--- src/rtl/settings_bus_arb_pkg.sv ---
// Shared types and default widths for the settings bus arbiter.
package settings_bus_arb_pkg;

    // Arbiter FSM states; encodings are fixed so state dumps stay readable.
    typedef enum logic [1:0] {
        StIdle   = 2'd0,
        StIssue  = 2'd1,
        StWaitRb = 2'd2,
        StAck    = 2'd3
    } arb_state_e;

    localparam int unsigned NumReqDefault   = 4;
    localparam int unsigned SrAwidthDefault = 8;
    localparam int unsigned SrDwidthDefault = 32;
    localparam int unsigned RbAwidthDefault = 8;
    localparam int unsigned RbDwidthDefault = 64;
    localparam int unsigned TimeoutDefault  = 65535;
    localparam int unsigned WdogCntWidth    = 16;

    // Width of a requester index; never less than one bit.
    function automatic int unsigned idx_width(input int unsigned n);
        return (n > 1) ? $clog2(n) : 1;
    endfunction

endpackage

--- src/rtl/rr_arbiter.sv ---
// Combinational round-robin picker. The search starts one past last_grant
// and wraps modulo NUM_REQ; the parent registers the result.
module rr_arbiter
    import settings_bus_arb_pkg::*;
#(
    parameter int unsigned NUM_REQ = NumReqDefault,
    localparam int unsigned IdxW   = idx_width(NUM_REQ)
) (
    input  logic [NUM_REQ-1:0] req,
    input  logic [IdxW-1:0]    last_grant,
    output logic [NUM_REQ-1:0] grant,
    output logic [IdxW-1:0]    grant_idx,
    output logic               any_req
);

    logic        found;
    int unsigned cand;

    assign any_req = |req;

    // First pending requester after last_grant wins; last_grant itself is checked last.
    always_comb begin
        grant     = '0;
        grant_idx = '0;
        found     = 1'b0;
        cand      = 0;
        for (int unsigned off = 1; off <= NUM_REQ; off++) begin
            cand = (int'(last_grant) + off) % NUM_REQ;
            if (!found && req[IdxW'(cand)]) begin
                found               = 1'b1;
                grant[IdxW'(cand)]  = 1'b1;
                grant_idx           = IdxW'(cand);
            end
        end
    end

endmodule

--- src/rtl/settings_bus_arbiter.sv ---
// Round-robin arbiter sharing one settings/readback bus among NUM_REQ requesters.
// Each transaction issues a one-cycle set_stb, holds rb_addr until rb_stb returns,
// then acknowledges the winner with the captured readback data.
// Optional readback watchdog: define SETTINGS_BUS_ARB_TIMEOUT_EN.
module settings_bus_arbiter
    import settings_bus_arb_pkg::*;
#(
    parameter int unsigned NUM_REQ   = NumReqDefault,
    parameter int unsigned SR_AWIDTH = SrAwidthDefault,
    parameter int unsigned SR_DWIDTH = SrDwidthDefault,
    parameter int unsigned RB_AWIDTH = RbAwidthDefault,
    parameter int unsigned RB_DWIDTH = RbDwidthDefault,
    parameter int unsigned TIMEOUT   = TimeoutDefault
) (
    input  logic                           clk,
    input  logic                           reset_n,
    input  logic [NUM_REQ-1:0]             req_stb,
    input  logic [NUM_REQ*SR_AWIDTH-1:0]   req_set_addr,
    input  logic [NUM_REQ*SR_DWIDTH-1:0]   req_set_data,
    input  logic [NUM_REQ*RB_AWIDTH-1:0]   req_rb_addr,
    output logic [NUM_REQ-1:0]             req_ack,
    output logic [RB_DWIDTH-1:0]           req_rb_data,
    output logic                           req_timeout,
    output logic                           set_stb,
    output logic [SR_AWIDTH-1:0]           set_addr,
    output logic [SR_DWIDTH-1:0]           set_data,
    output logic [RB_AWIDTH-1:0]           rb_addr,
    input  logic                           rb_stb,
    input  logic [RB_DWIDTH-1:0]           rb_data
);

    localparam int unsigned IdxW = idx_width(NUM_REQ);

    arb_state_e           state_q;
    logic [IdxW-1:0]      last_grant_q;
    logic [IdxW-1:0]      grant_idx_q;
    logic [NUM_REQ-1:0]   grant_oh_q;

    logic [NUM_REQ-1:0]   arb_grant;
    logic [IdxW-1:0]      arb_idx;
    logic                 arb_any;

    logic [SR_AWIDTH-1:0] sel_set_addr;
    logic [SR_DWIDTH-1:0] sel_set_data;
    logic [RB_AWIDTH-1:0] sel_rb_addr;

    rr_arbiter #(
        .NUM_REQ (NUM_REQ)
    ) u_rr_arbiter (
        .req        (req_stb),
        .last_grant (last_grant_q),
        .grant      (arb_grant),
        .grant_idx  (arb_idx),
        .any_req    (arb_any)
    );

    // Slice the winning requester's fields out of the packed request buses.
    assign sel_set_addr = req_set_addr[arb_idx*SR_AWIDTH +: SR_AWIDTH];
    assign sel_set_data = req_set_data[arb_idx*SR_DWIDTH +: SR_DWIDTH];
    assign sel_rb_addr  = req_rb_addr[arb_idx*RB_AWIDTH +: RB_AWIDTH];

`ifdef SETTINGS_BUS_ARB_TIMEOUT_EN
    localparam logic [WdogCntWidth-1:0] WdogLimit = WdogCntWidth'(TIMEOUT - 1);
    logic [WdogCntWidth-1:0] wdog_cnt_q;
`else
    // No watchdog: a readback can never time out.
    assign req_timeout = 1'b0;
`endif

    // Transaction FSM; every bus-facing output is a register written here.
    always_ff @(posedge clk or negedge reset_n) begin
        if (!reset_n) begin
            state_q      <= StIdle;
            last_grant_q <= IdxW'(NUM_REQ - 1);
            grant_idx_q  <= '0;
            grant_oh_q   <= '0;
            req_ack      <= '0;
            req_rb_data  <= '0;
            set_stb      <= 1'b0;
            set_addr     <= '0;
            set_data     <= '0;
            rb_addr      <= '0;
`ifdef SETTINGS_BUS_ARB_TIMEOUT_EN
            req_timeout  <= 1'b0;
            wdog_cnt_q   <= '0;
`endif
        end else begin
            // Completion outputs are only ever high for the single ACK cycle.
            req_ack     <= '0;
            req_rb_data <= '0;
`ifdef SETTINGS_BUS_ARB_TIMEOUT_EN
            req_timeout <= 1'b0;
`endif
            unique case (state_q)
                StIdle: begin
                    if (arb_any) begin
                        grant_idx_q <= arb_idx;
                        grant_oh_q  <= arb_grant;
                        set_stb     <= 1'b1;
                        set_addr    <= sel_set_addr;
                        set_data    <= sel_set_data;
                        rb_addr     <= sel_rb_addr;
                        state_q     <= StIssue;
                    end
                end
                StIssue: begin
                    set_stb  <= 1'b0;
                    set_addr <= '0;
                    set_data <= '0;
                    if (rb_stb) begin
                        req_ack     <= grant_oh_q;
                        req_rb_data <= rb_data;
                        rb_addr     <= '0;
                        state_q     <= StAck;
                    end else begin
                        state_q     <= StWaitRb;
`ifdef SETTINGS_BUS_ARB_TIMEOUT_EN
                        wdog_cnt_q  <= '0;
`endif
                    end
                end
                StWaitRb: begin
                    // A real readback beats watchdog expiry in the same cycle.
                    if (rb_stb) begin
                        req_ack     <= grant_oh_q;
                        req_rb_data <= rb_data;
                        rb_addr     <= '0;
                        state_q     <= StAck;
                    end
`ifdef SETTINGS_BUS_ARB_TIMEOUT_EN
                    else if (wdog_cnt_q == WdogLimit) begin
                        req_ack     <= grant_oh_q;
                        req_rb_data <= '0;
                        req_timeout <= 1'b1;
                        rb_addr     <= '0;
                        state_q     <= StAck;
                    end else begin
                        wdog_cnt_q  <= wdog_cnt_q + 1'b1;
                    end
`endif
                end
                StAck: begin
                    last_grant_q <= grant_idx_q;
                    state_q      <= StIdle;
                end
                default: begin
                    state_q <= StIdle;
                end
            endcase
        end
    end

endmodule

--- config.mk ---
export PLATFORM = sky130hd
export DESIGN_NAME = settings_bus_arbiter
export DESIGN_NICKNAME = d
export VERILOG_FILES = /design/src/rtl/settings_bus_arb_pkg.sv /design/src/rtl/rr_arbiter.sv /design/src/rtl/settings_bus_arbiter.sv
export SDC_FILE = /design/constraint.sdc
export NUM_CORES = 1
export LEC_CHECK = 0
export BUFFER_PORTS_ARGS = -buffer_cell sky130_fd_sc_hd__buf_2
export CORE_AREA = 5 5 146 148
export DETAILED_ROUTE_END_ITERATION = 12
export DIE_AREA = 0 0 151 153
export PLACE_DENSITY = 0.72
export SLEW_MARGIN = 10
export SYNTH_ARGS = -nofsm -noshare
export SYNTH_HDL_FRONTEND = slang
export SYNTH_SLANG_ARGS = --single-unit
--- constraint.sdc ---
create_clock -name clk -period 3.6 [get_ports clk]
set_input_delay 0.18 -clock clk [delete_from_list [all_inputs] [get_ports clk]]
set_output_delay 0.18 -clock clk [all_outputs]
set_load 0.02 [all_outputs]
Word level (Yosys, flattened, before mapping) --
Cells that the tools add are included.
Cells by class: eq/ne operators 6, magnitude comparators 8, reductions and logical operators 19, shift operators 3, multiplexer cells 44, bitwise logic cells 3, add/sub/neg operators 4
Operators by type and width (count):
- $mux W64 | 2
- $shiftx A128 B8 Y32 | 1
- $pmux W32 S2 | 1
- $shiftx A32 B6 Y8 | 2
- $mux W32 | 1
- $pmux W8 S2 | 2
- $mux W4 | 6
- $mux W8 | 3
- $mux W1 | 13
- $lt A2 B3 Y1 const B | 4
- $mux W2 | 6
- $or A4 B4 Y4 | 3
- $bmux W1 S2 | 4
- $demux W1 S2 | 4
- $ge A2 B1 Y1 const B | 4
- $pmux W2 S4 | 1
- $logic_and A1 B1 Y1 | 7
- $reduce_and A2 Y1 | 3
- $add A2 B1 Y2 const B | 2
- $add A2 B2 Y2 const B | 2
- $eq A2 B2 Y1 const B | 2
- $ne A2 B2 Y1 const B | 2
- $reduce_bool A2 Y1 | 2
- $reduce_or A4 Y1 | 1
- other kinds (7) | 9
Storage, ports and cells: output and inout port bits 118, input bits 263, flip-flop bits (word level) 127, logic and storage cells 97

Depth between registers and ports, before layout --
depth after elaboration 16, mapped depth 13, depth with buffers taken out 8

Modules after synthesis --
Synthesis repeated with hierarchy kept, for this count alone.
Second synthesis, totals: cell total of the unflattened synthesis 536, area total of the unflattened synthesis 6329.8 um^2
Modules (own cells, without submodules):
- settings_bus_arbiter | times used 1, cells an instance 466, area an instance 5789.3 um^2, seq. area each 3180.6 um^2
- rr_arbiter | times used 1, cells an instance 70, area an instance 540.5 um^2, seq. area each 0.0 um^2

Worst setup path before layout --
Ideal clock, no wire load.
path kind reg-to-reg, start point register last_grant_q[0], end point register rb_addr[5], slack 0.002 ns, arrival 3.468 ns, clock period less this slack 3.598 ns, required time 3.470 ns, stages on the path, launching flop included 13, path buffers 4, setup time 0.130 ns, cells stage by stage dfstp_2 buf_2 buf_2 inv_1 ha_1 mux4_2 nor2b_1 buf_6 nor2_2 clkbuf_1 mux2_2 o211ai_1 nand3_1
On the way: longest elaborated chain between the ends 16, elaborated cells on any way between the ends 28, those cells by class add/sub (4); shift (1); mux (17); reduce/logical (6)
RTL lines:
- from (decl) | line settings_bus_arbiter.sv:35 | logic [IdxW-1:0] last_grant_q;
- from (signal assigned) | line settings_bus_arbiter.sv:74 | last_grant_q <= IdxW'(NUM_REQ - 1);
- from (signal assigned) | line settings_bus_arbiter.sv:143 | last_grant_q <= grant_idx_q;
- $add A2 B1 Y2 | line rr_arbiter.sv:28 | cand = (int'(last_grant) + off) % NUM_REQ;
- $bmux W1 S2 | line rr_arbiter.sv:29 | if (!found && req[IdxW'(cand)]) begin
- $mux W1 (not written as such) | line rr_arbiter.sv:29
- $mux W1 | line rr_arbiter.sv:29
- $logic_not A1 Y1 | line rr_arbiter.sv:29
- $logic_and A1 B1 Y1 | line rr_arbiter.sv:29
- $mux W1 | line rr_arbiter.sv:29
- $logic_not A1 Y1 | line rr_arbiter.sv:29
- $logic_and A1 B1 Y1 | line rr_arbiter.sv:29
- $mux W1 | line rr_arbiter.sv:29
- $logic_not A1 Y1 | line rr_arbiter.sv:29
- $logic_and A1 B1 Y1 | line rr_arbiter.sv:29
- $mux W2 (*) | line rr_arbiter.sv:29
- $shiftx A32 B6 Y8 (*) | line settings_bus_arbiter.sv:60 | assign sel_rb_addr = req_rb_addr[arb_idx*RB_AWIDTH +: RB_AWIDTH];
- $mux W8 (*) | line settings_bus_arbiter.sv:96 | if (arb_any) begin
- $pmux W8 S2 (*) | line settings_bus_arbiter.sv:94 | unique case (state_q)
- to (signal assigned) | line settings_bus_arbiter.sv:102 | rb_addr <= sel_rb_addr;
- to (decl) | line settings_bus_arbiter.sv:27 | output logic [RB_AWIDTH-1:0] rb_addr,
Mark *: on every way between the ends. The rest lies on a longest branch, timed or not. The select of a mux whose other input is x is not followed. A chain may end at the register's enable or synchronous reset.

Worst setup path after layout --
start point register last_grant_q[1], end point register set_data[13]
On the way: longest elaborated chain between the ends 16, elaborated cells on any way between the ends 28, those cells by class add/sub (4); shift (1); mux (17); reduce/logical (6)
RTL lines:
- $add A2 B1 Y2 | line rr_arbiter.sv:28
- $bmux W1 S2 | line rr_arbiter.sv:29
- $mux W1 (not written as such) | line rr_arbiter.sv:29
- $mux W1 | line rr_arbiter.sv:29
- $logic_not A1 Y1 | line rr_arbiter.sv:29
- $logic_and A1 B1 Y1 | line rr_arbiter.sv:29
- $mux W1 | line rr_arbiter.sv:29
- $logic_not A1 Y1 | line rr_arbiter.sv:29
- $logic_and A1 B1 Y1 | line rr_arbiter.sv:29
- $mux W1 | line rr_arbiter.sv:29
- $logic_not A1 Y1 | line rr_arbiter.sv:29
- $logic_and A1 B1 Y1 | line rr_arbiter.sv:29
- $mux W2 (*) | line rr_arbiter.sv:29
- $shiftx A128 B8 Y32 (*) | line settings_bus_arbiter.sv:59 | assign sel_set_data = req_set_data[arb_idx*SR_DWIDTH +: SR_DWIDTH];
- $mux W32 (*) | line settings_bus_arbiter.sv:96
- $pmux W32 S2 (*) | line settings_bus_arbiter.sv:94
- to (signal assigned) | line settings_bus_arbiter.sv:101 | set_data <= sel_set_data;
- to (decl) | line settings_bus_arbiter.sv:26 | output logic [SR_DWIDTH-1:0] set_data,
Marked as above.

==> impl_metrics.csv <==
group,metric,value,unit
cells_and_area,finalNetCount,1385,
clock_network,cts_tree,"built",
grt,track_usage,21.9,%
timing,finalClockSkew,11.5,ps
critical_path,critPathSlowestCell,"dfstp_2",
power_and_ir_drop,powerDensity,869,nW/um^2
synth,synth_top_area_share,40.8,%
cells_and_area,syn2layout_area_growth,40.5,%
grt,grt_first_pass_wirelength,40300,um
critical_path,critPathMaxStageDelay,660,ps
timing,rsz0062_at_grt,"no",
grt,grt_overflow,0,
floorplan,pin_count,381,
synth,ys_warn_count,0,
clock_network,cts_max_path_buffers,2,
cells_and_area,seq_area,3180,um^2
critical_path,cp.arrival,3650,ps
floorplan,coreArea,19900,um^2
clock_network,cts_max_level,4,
critical_path,end_kind,"register",
min_path,hp-class,"in -> reg",
timing,worst_slew_pin_slew,1020,ps
detailed_routing,drt_first_pass_iters,5,
detailed_routing,ant_nets,0,
synth,synth_edf_count,0,
timing,setup_tns,0,ps
synth,synth_cell_types,58,
critical_path,critPathKind,"reg -> reg",
detailed_routing,via_per_inst,5.32,
cells_and_area,antennaDiodeCount,0,
detailed_routing,drc_errors,0,
job,timing.max_cap.violations,0,
synth,async_reset_ff_share,100,%
timing,setup-violations-final,0,
timing,fin_crit_sh,93.2,%
power_and_ir_drop,p_leak,5.70,nW
synth,syn_nets,992,
clock_network,cts_root_buf,"clkbuf_16",
synth,synth_ff_type,"dfrtp_1",
synth,synth_area_leaders,"dfrtp_1 (41%), mux2i_1 (21%), and3_1 (5.6%), a22oi_1 (3.3%), o21ai_0 (2.5%)",
detailed_routing,drt_iter0_markers,352,
timing,max_slew_margin,31.8,%
cells_and_area,final_cell_mix,"buf_2 (378), mux2i_1 (160), dfrtp_1 (125)",
floorplan,initial_core_util,38.5,%
min_path,hold_depth,2,
min_path,min_from,"rb_data[8]",
critical_path,cp.required,3890,ps
cells_and_area,drive_above_1_share,44.3,%
grt,grt_max_degree,74,
clock_network,insertion_delay,420,ps
critical_path,cp_cell_sequence,"inv_1 -> ha_1 -> mux4_2 -> nor2b_2 -> buf_4 -> a211oi_4 -> buf_12 -> buf_4 -> o22a_1 -> o21ai_0 -> a221o_1",
timing,hold_viol,0,
timing,fmax,0.298,GHz
status,outcome,"complete, no violations",
critical_path,crit_fanout,11,
synth,ys_seq_area_share,41.5,%
synth,syn_avg_cell_area,10.7,um^2
critical_path,r2r_slack,240,ps
detailed_routing,routed_wl,26400,um
floorplan,die_h,153,um
clock_network,clock_sinks,127,
place,dpl.hpwl,19400,um
timing,slew_viol_final,0,
critical_path,r2r-end,"set_data[13]",
critical_path,reg2reg_from,"last_grant_q[1]",
detailed_routing,via_count,7399,
floorplan,die_area,23100,um^2
critical_path,path_common_cell,"buf_4",
place,portBuffers,379,
floorplan,placementRows,52,
synth,netlist_instances,716,
cells_and_area,nFillCells,1774,
min_path,min_to,"req_rb_data[8]",
critical_path,crit_path_start_kind,"register",
synth,ys_ff_latch,127,
timing,fin_crit,3360,ps
synth,synth_area,7660,um^2
place,place.gp.congestion,0.890,
synth,synth_top_cell_by_area,"dfrtp_1",
clock_network,cts_buffers,17,
floorplan,die_width,151,um
critical_path,reg2reg_depth,11,
cells_and_area,multiInputGateArea,4150,um^2
place,dpl_cell_area,9830,um^2
cells_and_area,layout_commonest_cell,"buf_2",
cells_and_area,final_cell_area,10800,um^2
grt,antenna_found_initial,0,
grt,grt_pass1_vias,7562,
clock_network,cts.clk_slew.worst_paths,60,ps
power_and_ir_drop,max-vdd-ir-drop,0.615,mV
detailed_routing,wl_per_cell,19.0,um
kinds of logic after synthesis:
family	after synthesis	share of synthesized area (%)
buffers and inverters	72	4.75
flip-flops	127	41.5
adder cells (fa/ha/maj)	13	2.12
other	1	0.0489
AO/OA/AOI/OAI	164	15.6
AND/OR/NAND/NOR	163	12.1
multiplexers	176	23.9
cells in the mapped netlist (2+ instances only):
library cell    n
nor3b_1         2
nand2_1        20
mux4_2          4
a21oi_1        18
clkbuf_1       40
and3_1         68
a221oi_1        4
o21ai_0        39
o21ai_1        10
nand3_1        10
buf_2          11
a21boi_0        2
ha_1           13
buf_6           8
a22oi_1        34
or3_1           9
nor2_1         17
nor3_1         12
nand3b_1        9
nor2b_1         2
o2111ai_1       8
o211ai_1        8
mux2_2         11
buf_4           5
nor4_1          7
dfrtp_1       125
or2_2           2
dfstp_2         2
a22oi_2        10
o21ai_2        11
a31oi_1         2
inv_1           6
a21o_1          3
mux2i_1       160
worst max path at each step:
stage,end,slack (ps),from,cells after the start
floorplan,rb_addr[5],2,last_grant_q[0],12
finish,set_data[13],240,last_grant_q[1],11
global route,set_data[0],80,last_grant_q[1],11
CTS,set_addr[0],160,last_grant_q[1],10
detailed placement,set_data[29],160,last_grant_q[1],10
global placement,set_data[23],290,last_grant_q[1],10
routing by layer:
metal	vias up	share of wire, %	GRT usage (%)
li1	3478	-	-
met1	3552	41	28.1
met2	334	49	36.5
met3	35	7.8	5.33
met4	0	1.9	6.30
met5	-	0	0
state kept, by name (all words and copies together), names as in the netlist:
register      flops
state_q           2
set_stb           1
grant_idx_q       2
req_rb_data      64
grant_oh_q        4
last_grant_q      2
set_data         32
req_ack           4
rb_addr           8
set_addr          8
through the flow:
stage | util, % | power [mW] | hold WS [ps] | setup WS (ps) | instances
after detailed placement | 49.4 | 7.52 | 280 | 164 | 1325
after global routing | 54.1 | 9.96 | 5.44 | 81.2 | 1392
final | 54.1 | 9.36 | 25.9 | 245 | 1392
after CTS | 53.8 | 9.29 | 0.0605 | 162 | 1387
after global placement | 49.4 | 7.40 | 272 | 289 | 1325
after floorplan | - | 6.07 | -116 | 2.06 | 716
critical path, delay by kind of cell, from the launching register on:
| family | cells | cell delay, ps |
|---|---|---|
| adder cells (fa/ha/maj) | 1 | 400 |
| multiplexers | 1 | 620 |
| AO/OA/AOI/OAI | 4 | 750 |
| AND/OR/NAND/NOR | 1 | 220 |
| flip-flops | 1 | 660 |
| buffers and inverters | 4 | 600 |
power by group:
group / switching (mW) / internal (mW)
logic: 3.26 / 2.30
clock network: 0.741 / 0.978
registers: 0.208 / 1.88
total: 4.21 / 5.15
what timing repair did:
action,in CTS,in global routing
setup endpoints to repair,0,6
setup buffers,0,4
hold buffers,30,0
resized for setup,0,0
hold endpoints to repair,98,0
cell type report:
cell class	instances	area share, %
timing repair buffer	440	23.2
clock inverter	15	1.43
sequential	127	29.6
multi-input combinational	517	38.5
tap	270	3.14
inverter	6	0.209
clock buffer	17	3.95
No activity file was read; power rests on OpenSTA's default activity.
